<file path="src/rtl/wb_timer_if.sv">
// Wishbone-style classic bus bundle for the wb_timer register window.
// The master drives CYC/STB/WE/ADR/DAT_O; the timer returns DAT_I/ACK.
interface wb_timer_if;
    logic        CYC;
    logic        STB;
    logic        WE;
    logic [31:0] ADR;
    logic [31:0] DAT_O;
    logic [31:0] DAT_I;
    logic        ACK;

    modport master (output CYC, STB, WE, ADR, DAT_O, input DAT_I, ACK);
    modport slave  (input CYC, STB, WE, ADR, DAT_O, output DAT_I, ACK);
endinterface

</file>
<file path="src/rtl/wb_timer.sv">
// Memory-mapped 64-bit machine timer with prescaler, compare and a level irq.
// Optional macro TIMER_SNAPSHOT_EN: a read of MTIME_LO latches mtime[63:32] for a later MTIME_HI read.
module wb_timer #(
    parameter logic [31:0] BASE_ADDR  = 32'h0000_4000,
    parameter int          PRESCALE_W = 16
) (
    input  logic       clk,
    input  logic       rst,
    wb_timer_if.slave  bus,
    output logic       irq
);

    typedef enum logic {IDLE, RESP} state_t;

    typedef enum logic [2:0] {
        R_MTIME_LO = 3'd0,
        R_MTIME_HI = 3'd1,
        R_CMP_LO   = 3'd2,
        R_CMP_HI   = 3'd3,
        R_CTRL     = 3'd4,
        R_PRESCALE = 3'd5,
        R_RSVD0    = 3'd6,
        R_RSVD1    = 3'd7
    } reg_idx_t;

    state_t                  state_q, state_d;
    logic [31:0]             dat_q, dat_d;
    logic [63:0]             mtime_q, mtime_d;
    logic [63:0]             cmp_q, cmp_d;
    logic [PRESCALE_W-1:0]   pre_q, pre_d;
    logic [PRESCALE_W-1:0]   prescale_q, prescale_d;
    logic                    en_q, en_d;
    logic                    ie_q, ie_d;
    logic                    irq_q, irq_d;
`ifdef TIMER_SNAPSHOT_EN
    logic [31:0]             shadow_q, shadow_d;
`endif

    reg_idx_t    idx;
    logic        sel;
    logic        req;
    logic        tick;
    logic [31:0] rdata;
    logic        unused_adr_lo;

    assign idx           = reg_idx_t'(bus.ADR[4:2]);
    assign sel           = (bus.ADR[31:5] == BASE_ADDR[31:5]);
    assign req           = bus.CYC & bus.STB & sel;
    assign tick          = en_q && (pre_q == prescale_q);
    assign unused_adr_lo = ^bus.ADR[1:0];

    // Read mux sees pre-write state, so a read returns the value before this edge.
    always_comb begin
        rdata = '0;
        case (idx)
            R_MTIME_LO: rdata = mtime_q[31:0];
`ifdef TIMER_SNAPSHOT_EN
            R_MTIME_HI: rdata = shadow_q;
`else
            R_MTIME_HI: rdata = mtime_q[63:32];
`endif
            R_CMP_LO:   rdata = cmp_q[31:0];
            R_CMP_HI:   rdata = cmp_q[63:32];
            R_CTRL:     rdata = {30'd0, ie_q, en_q};
            R_PRESCALE: rdata = 32'(prescale_q);
            R_RSVD0,
            R_RSVD1:    rdata = '0;
        endcase
    end

    // NOTE: every _d gets its hold value first so no path leaves it unassigned (no latches).
    always_comb begin
        state_d    = state_q;
        dat_d      = dat_q;
        mtime_d    = mtime_q;
        cmp_d      = cmp_q;
        pre_d      = pre_q;
        prescale_d = prescale_q;
        en_d       = en_q;
        ie_d       = ie_q;
        irq_d      = ie_q & (mtime_q >= cmp_q);
`ifdef TIMER_SNAPSHOT_EN
        shadow_d   = shadow_q;
`endif

        if (en_q) begin
            if (tick) begin
                pre_d   = '0;
                mtime_d = mtime_q + 64'd1;
            end else begin
                pre_d   = pre_q + {{(PRESCALE_W-1){1'b0}}, 1'b1};
            end
        end

        case (state_q)
            IDLE: begin
                if (req) begin
                    state_d = RESP;
                    dat_d   = rdata;
                    if (bus.WE) begin
                        // A write to either mtime half replaces that tick's increment.
                        case (idx)
                            R_MTIME_LO: mtime_d = {mtime_q[63:32], bus.DAT_O};
                            R_MTIME_HI: mtime_d = {bus.DAT_O, mtime_q[31:0]};
                            R_CMP_LO:   cmp_d[31:0]  = bus.DAT_O;
                            R_CMP_HI:   cmp_d[63:32] = bus.DAT_O;
                            R_CTRL: begin
                                en_d = bus.DAT_O[0];
                                ie_d = bus.DAT_O[1];
                            end
                            R_PRESCALE: begin
                                prescale_d = bus.DAT_O[PRESCALE_W-1:0];
                                pre_d      = '0;
                            end
                            R_RSVD0,
                            R_RSVD1: ;
                        endcase
`ifdef TIMER_SNAPSHOT_EN
                    end else if (idx == R_MTIME_LO) begin
                        shadow_d = mtime_q[63:32];
`endif
                    end
                end
            end
            RESP: state_d = IDLE;
        endcase
    end

    // NOTE: sequential state uses non-blocking assignments so all flops update together.
    always_ff @(posedge clk or negedge rst) begin
        if (!rst) begin
            state_q    <= IDLE;
            dat_q      <= '0;
            mtime_q    <= '0;
            cmp_q      <= '1;
            pre_q      <= '0;
            prescale_q <= '0;
            en_q       <= 1'b0;
            ie_q       <= 1'b0;
            irq_q      <= 1'b0;
`ifdef TIMER_SNAPSHOT_EN
            shadow_q   <= '0;
`endif
        end else begin
            state_q    <= state_d;
            dat_q      <= dat_d;
            mtime_q    <= mtime_d;
            cmp_q      <= cmp_d;
            pre_q      <= pre_d;
            prescale_q <= prescale_d;
            en_q       <= en_d;
            ie_q       <= ie_d;
            irq_q      <= irq_d;
`ifdef TIMER_SNAPSHOT_EN
            shadow_q   <= shadow_d;
`endif
        end
    end

    assign bus.ACK   = (state_q == RESP);
    assign bus.DAT_I = dat_q;
    assign irq       = irq_q;

endmodule

</file>
<file path="src/flat_wrapper.sv">
// flat-port wrapper written by rule: the top's interface ports become plain ports
module wb_timer_flat 
#(
    parameter logic [31:0] BASE_ADDR  = 32'h0000_4000,
    parameter int          PRESCALE_W = 16
)
  (clk, rst, irq, bus_CYC, bus_STB, bus_WE, bus_ADR, bus_DAT_O, bus_DAT_I, bus_ACK);
  wb_timer_if bus_i ();
  input  logic clk;
  input  logic rst;
  output logic irq;
  input wire logic [$bits(bus_i.CYC)-1:0] bus_CYC;
  input wire logic [$bits(bus_i.STB)-1:0] bus_STB;
  input wire logic [$bits(bus_i.WE)-1:0] bus_WE;
  input wire logic [$bits(bus_i.ADR)-1:0] bus_ADR;
  input wire logic [$bits(bus_i.DAT_O)-1:0] bus_DAT_O;
  output wire logic [$bits(bus_i.DAT_I)-1:0] bus_DAT_I;
  output wire logic [$bits(bus_i.ACK)-1:0] bus_ACK;
  assign bus_i.CYC = bus_CYC;
  assign bus_i.STB = bus_STB;
  assign bus_i.WE = bus_WE;
  assign bus_i.ADR = bus_ADR;
  assign bus_i.DAT_O = bus_DAT_O;
  assign bus_DAT_I = bus_i.DAT_I;
  assign bus_ACK = bus_i.ACK;
  wb_timer #(.BASE_ADDR(BASE_ADDR), .PRESCALE_W(PRESCALE_W)) u_core (.clk(clk), .rst(rst), .bus(bus_i), .irq(irq));
endmodule
</file>
<file path="config.mk">
export PLATFORM = sky130hd
export DESIGN_NAME = wb_timer_flat
export DESIGN_NICKNAME = d
export VERILOG_FILES = /design/src/rtl/wb_timer_if.sv /design/src/rtl/wb_timer.sv /design/src/flat_wrapper.sv
export SDC_FILE = /design/constraint.sdc
export NUM_CORES = 1
export LEC_CHECK = 0
export CAP_MARGIN = 5
export CORE_MARGIN = 5
export CORE_UTILIZATION = 60
export CTS_CLUSTER_SIZE = 24
export DETAILED_ROUTE_END_ITERATION = 16
export GPL_TIMING_DRIVEN = 0
export PLACE_DENSITY = 0.82
export SLEW_MARGIN = 10
export SYNTH_ARGS = -nofsm -noshare
export SYNTH_HDL_FRONTEND = slang
export SYNTH_SLANG_ARGS = --single-unit
</file>
<file path="constraint.sdc">
create_clock -name clk -period 7 [get_ports clk]
set_clock_uncertainty 0.1 [all_clocks]
set_input_delay 1.4 -clock clk [delete_from_list [all_inputs] [get_ports clk]]
set_output_delay 1.4 -clock clk [all_outputs]
set_load 0.01 [all_outputs]
</file>
# Word-level counts from Yosys, hierarchy flattened
# Cells that the tools add are included.
[word_totals]
in_bits = 69
ff_bits = 196
rom_bits = 0
output_inout_bits = 34
latchBits = 0
ram_bits = 0
n_memories = 0
elab_cells = 52
[classes]
n_lt_le_gt_ge = 1
div_mod_pow = 0
n_mux = 15
bitwise = 4
n_eq_ne = 11
multipliers = 0
n_addsub = 2
n_shift = 0
n_reduce_logical = 8
[op_table]
columns = ["cell", "n"]
rows = [
  ["64-bit two-way mux", 5],
  ["32-bit case mux with 7 select lines", 1],
  ["64-bit case mux with 2 select lines", 1],
  ["16-bit two-way mux", 6],
  ["64-bit by 1-bit adder with 64-bit output, second input constant", 1],
  ["64-bit greater-or-equal comparator", 1],
  ["27-bit by 10-bit equality test with 1-bit output, second input constant", 1],
  ["16-bit by 1-bit adder with 16-bit output, second input constant", 1],
  ["16-bit equality test", 1],
  ["4-bit AND reduction", 4],
  ["3-bit equality test, second input constant", 4],
  ["4-bit by 3-bit inequality test with 1-bit output, second input constant", 2],
  ["3-bit by 2-bit equality test with 1-bit output, second input constant", 2],
  ["1-bit AND", 3],
  ["3-bit by 1-bit equality test with 1-bit output, second input constant", 1],
  ["3-bit logical NOT", 1],
  ["1-bit case mux with 2 select lines", 1],
  ["2-bit AND reduction", 1],
  ["2-bit OR reduction", 1],
  ["1-bit logical AND", 1],
  ["1-bit two-way mux", 1],
  ["1-bit inverter", 1],
]

# Depth between registers and ports, before layout
# Gate-level depths: netlist (run 1).
[logic_depth]
word_depth = 8
ltp_mapped = 10
ltp_nobuf = 8

# Worst setup path after synthesis (run 1)
# No wires, ideal clock.
[synth_path]
path_type = "in2reg"
startpoint = "input bus_ADR[28]"
endpoint = "register u_core.prescale_q[10]"
setup_time_ns = 0.127
path_buffers = 2
path_slack_ns = 3.620
t_required_ns = 6.773
t_arrival_ns = 3.152
cell_stages = 7
cell_sequence = "nor4_2 > nand4_2 > or2_1 > buf_4 > nor3_4 > buf_6 > mux2_1"
[synth_between]
elab_chain_len = 3
[synth_lines]
columns = ["element", "line_no", "source"]
rows = [
  ["start: declaration", "flat_wrapper.sv:15", "input wire logic [$bits(bus_i.ADR)-1:0] bus_ADR;"],
  ["27-bit by 10-bit equality test with 1-bit output", "wb_timer.sv:47", "assign sel = (bus.ADR[31:5] == BASE_ADDR[31:5]);"],
  ["1-bit AND", "wb_timer.sv:48", "assign req = bus.CYC & bus.STB & sel;"],
  ["4-bit AND reduction (no line)", "n/a", ""],
  ["end signal: assignment", "wb_timer.sv:150", "prescale_q <= prescale_d;"],
  ["end: declaration", "wb_timer.sv:31", "logic [PRESCALE_W-1:0] prescale_q, prescale_d;"],
]
# No other way between the ends.
# A chain may end at the register's enable or synchronous reset.

# Worst setup path in the final report (run 1)
[layout_path]
startpoint = "input bus_ADR[20]"
endpoint = "register u_core.mtime_q[50]"
[layout_between]
elab_chain_len = 4
[layout_lines]
columns = ["element", "line_no", "source"]
rows = [
  ["27-bit by 10-bit equality test with 1-bit output (*)", "wb_timer.sv:47", ""],
  ["1-bit AND (*)", "wb_timer.sv:48", ""],
  ["64-bit two-way mux", "wb_timer.sv:97", "if (req) begin"],
  ["64-bit two-way mux", "wb_timer.sv:95", "case (state_q)"],
  ["end signal: assignment", "wb_timer.sv:147", "mtime_q <= mtime_d;"],
  ["end: declaration", "wb_timer.sv:28", "logic [63:0] mtime_q, mtime_d;"],
]
# Every way passes the cells marked *; elsewhere a longest branch is shown, timed or not.

==> flow_metrics.py, run 1 <==
metrics = {
    "outcome": {
        "run_status": "complete, no violations",
    },
    "cts": {
        "postCtsSetupRepairBufs": 0,
        "cts_tree": "built",
        "cts.path.max_buffers": 2,
        "clock_tree.htree_level_count": 4,
        "ctsRootBufferMaster": "sky130_fd_sc_hd__clkbuf_16",
        "numCtsBuffers": 17,
        "hold_buffers": 0,
        "cts.sinks": 196,
        "cts.reportedPaths.clkPinSlew_ps": 80,
        "clk-insertion-delay-late_ps": 450,
        "post_cts_resized": 0,
    },
    "layout": {
        "multi_input_area_um2": 7150,
        "most-common-layout-cells": "207 x sky130_fd_sc_hd__nand2_1, 132 x sky130_fd_sc_hd__dfrtp_1, 125 x sky130_fd_sc_hd__o21ai_0",
        "layout_commonest_cell": "sky130_fd_sc_hd__nand2_1",
        "area.sequential_um2": 4980,
        "ratio_of_cells_with_drive_above_1_in_the_final_layout_pct": 11.0,
        "area_delta_synth_final_pct": 15.9,
        "final.fill_count": 1669,
        "final_net_count": 1736,
    },
    "worst_setup_path": {
        "r2r_start": "u_core.bus.ACK",
        "worst_r2r_endpoint": "u_core.mtime_q[50]",
        "path_class": "input pin to register",
        "critical_path.startpoint_type": "input pin",
        "worst_setup_path_startpoint": "bus_ADR[20]",
        "timing.critical_path.to_type": "register",
        "critPathArrivalTime_ps": 4920,
        "setup.reg_to_reg.worst_slack_ps": 3430,
        "cp_max_fo": 10,
        "required_ps": 7280,
        "critical_path_destination": "u_core.mtime_q[50]",
        "worstRegToRegCells": 7,
    },
    "synthesis": {
        "syn-mean-instance-area_um2": 8.70,
        "fraction_of_registers_with_async_set_or_reset_after_synthesis_pct": 100,
        "ys_seq_elements": 196,
        "share_of_the_yosys_chip_area_belonging_to_registers_pct": 38.7,
        "postSynthCellCount": 1480,
        "post_synth_instance_area_um2": 12900,
        "synth_flop_type": "sky130_fd_sc_hd__dfrtp_1",
        "yosysWarningCount": 0,
        "synth_edf_count": 0,
        "synth.distinct_cells": 85,
        "synth_nets": 1615,
    },
    "global_route": {
        "pin_count_of_the_biggest_net_entering_global_routing": 82,
        "number_of_antenna_violations_at_the_first_check_in_global_routing": 2,
        "vias_in_the_first_global_route": 13099,
        "grt_util_all_layers_pct": 42.4,
        "global_route.overflow_total": 0,
        "grt_first_pass_wirelength_um": 77700,
    },
    "routing": {
        "num_vias": 13425,
        "drt_iter0_markers": 2035,
        "ant_nets": 0,
        "drt-vias-per-instance": 7.10,
        "post_drt_wl_per_cell_um": 27.6,
        "first_pass_iters": 7,
        "routed_wl_um": 52100,
        "drt_drc_violations_left": 0,
    },
    "floorplan": {
        "initial_utilization_pct": 61.1,
        "dieWidth_um": 157,
        "placementRows": 53,
        "die_area_um2": 24500,
        "die_h_um": 157,
        "core_area_um2": 21100,
        "design.portCount": 103,
    },
    "sta": {
        "max_freq_ghz": 0.216,
        "maxSlewViolCount": 0,
        "finalSetupTns_ps": 0,
        "timing.final.crit_share_pct": 66.2,
        "unrepaired_setup_endpoints_after_global_routing": "no",
        "finalWorstSetupSlack_ps": 2370,
        "slew_headroom_pct": 21.7,
        "finalWorstPathRequiredPeriod_ps": 4630,
        "setup_viol": 0,
        "finalHoldViolations": 0,
        "tightestPinTransition_ps": 1170,
    },
    "power_and_ir_drop": {
        "max-vdd-ir-drop_v": 0.000163,
        "power_mw": 2.35,
        "leakagePower_nw": 6.53,
        "cellPowerDensity_nw_per_um2": 157,
    },
    "run": {
        "max_cap_viol_count": 0,
    },
    "worst_hold_path": {
        "hold_path.startpoint": "u_core.bus.DAT_I[18]",
        "hold_path.class": "register to register",
    },
    "placed_design": {
        "pre_cts_slack_ps": 2220,
        "dpl.hpwl_um": 38700,
        "gp_congestion": 1.02,
        "number_of_input_and_output_port_buffers_inserted": 99,
    },
}
## Yosys cell counts (11+ instances only)
library cell,number,area [um2]
sky130_fd_sc_hd__buf_2,23,115
sky130_fd_sc_hd__and3_1,18,113
sky130_fd_sc_hd__inv_1,86,323
sky130_fd_sc_hd__nor4_1,26,163
sky130_fd_sc_hd__nand4_1,48,300
sky130_fd_sc_hd__clkbuf_1,56,210
sky130_fd_sc_hd__dfstp_2,64,1680
sky130_fd_sc_hd__o21ai_0,125,626
sky130_fd_sc_hd__nor3_1,37,185
sky130_fd_sc_hd__ha_1,66,826
sky130_fd_sc_hd__xor2_1,27,236
sky130_fd_sc_hd__nor2_1,107,402
sky130_fd_sc_hd__a22oi_1,16,120
sky130_fd_sc_hd__nand2_1,207,777
sky130_fd_sc_hd__a221o_1,20,200
sky130_fd_sc_hd__dfrtp_1,132,3300
sky130_fd_sc_hd__nand3_1,41,205
sky130_fd_sc_hd__mux2_2,16,180
sky130_fd_sc_hd__and4_1,15,131
sky130_fd_sc_hd__o22ai_1,11,68.8
sky130_fd_sc_hd__a41oi_1,17,149
sky130_fd_sc_hd__a221oi_1,12,105
sky130_fd_sc_hd__mux2i_1,43,430
sky130_fd_sc_hd__a21oi_1,69,345
sky130_fd_sc_hd__and2_1,12,75.1
## layout make-up
class                   count  area share [%]
well taps                 275            2.30
clock buffers              17            2.85
repair buffers            102            7.09
clock inverters            15            1.28
flip-flops and latches    196            33.4
plain buffers              92            2.92
inverters                  87            2.19
diodes                      3          0.0503
multi-input cells        1105            47.9
## state kept, by name, summed over array words and instances, names as in the netlist
register,flops
u_core.cmp_q,64
u_core.en_q,1
u_core.mtime_q,64
u_core.pre_q,16
u_core.bus.ACK,1
u_core.irq,1
u_core.ie_q,1
u_core.prescale_q,16
u_core.bus.DAT_I,32
## cell families after synthesis
| logic type | Yosys count | share of synthesized area (%) |
|---|---|---|
| and+or+nand+nor | 576 | 22.7 |
| DFF | 196 | 38.7 |
| muxes | 68 | 5.61 |
| xor gates and xnor gates | 30 | 2.04 |
| buffers and inverters | 179 | 5.92 |
| adders and majority gates | 66 | 6.41 |
| AOI/OAI and AO/OA | 365 | 18.6 |
## layer usage
layer / routed length [um] / track usage [%] / vias up
li1: - / - / 5661
met1: 19700 / 56.8 / 6413
met2: 21300 / 60.3 / 1075
met3: 7380 / 13.0 / 270
met4: 3670 / 25.0 / 6
met5: 87 / 1.79 / -
## how the worst min path moves through the flow
stage | slack [ps] | endpoint | cells past startpoint
after floorplan | 390 | u_core.cmp_q[50] | 2
after global placement | 360 | u_core.bus.DAT_I[28] | 2
after detailed placement | 360 | u_core.bus.DAT_I[18] | 2
after CTS | 380 | u_core.bus.DAT_I[18] | 2
after global routing | 400 | u_core.bus.DAT_I[31] | 2
final | 370 | u_core.bus.DAT_I[18] | 2
## critical path: stages
cell	delay [ps]
sky130_fd_sc_hd__clkdlybuf4s50_1	450
sky130_fd_sc_hd__nor4_2	330
sky130_fd_sc_hd__nand4_2	280
sky130_fd_sc_hd__nor4_1	970
sky130_fd_sc_hd__buf_2	440
sky130_fd_sc_hd__buf_1	740
sky130_fd_sc_hd__a221oi_1	180
sky130_fd_sc_hd__nand3_1	140
## per-stage QoR
step,hold WS [ps],util (%),area [um2],std cells
after floorplan,387,-,12900,1480
after global placement,362,67.4,14200,1854
after detailed placement,359,67.8,14300,1857
after CTS,379,70.7,14900,1889
after global routing,399,70.8,14900,1889
final,374,70.8,14900,1892
## where the power goes
group / total, mW / leakage [nW] / switching, mW / internal [mW]
sequential: 1.13 / 2.25 / 0.000000987 / 1.13
combinational: 0.174 / 3.98 / 0.114 / 0.0599
clock: 1.04 / 0.299 / 0.546 / 0.494
Power figures use the tool's default switching activity.
==> run 2: changes to the inputs <==
==> constraint.sdc (replaced) <==
create_clock -name clk -period 4.9 [get_ports clk]
set_clock_uncertainty 0.1 [all_clocks]
set_input_delay 0.98 -clock clk [delete_from_list [all_inputs] [get_ports clk]]
set_output_delay 0.98 -clock clk [all_outputs]
set_load 0.01 [all_outputs]
==> results of run 2 <==
The final DEF is identical to that of run 1. Status: complete, no violations.
Among the figures that moved: setup slack after placement 2220 ps -> 541 ps; clock-pin slew on the worst setup and hold paths 80 ps -> 90 ps; setup slack after layout 2370 ps -> 687 ps; hold slack 374 ps -> 333 ps; register-to-register setup slack 3430 ps -> 1330 ps; total power 2.35 mW -> 3.35 mW; worst IR drop on VDD 0.000163 V -> 0.000233 V
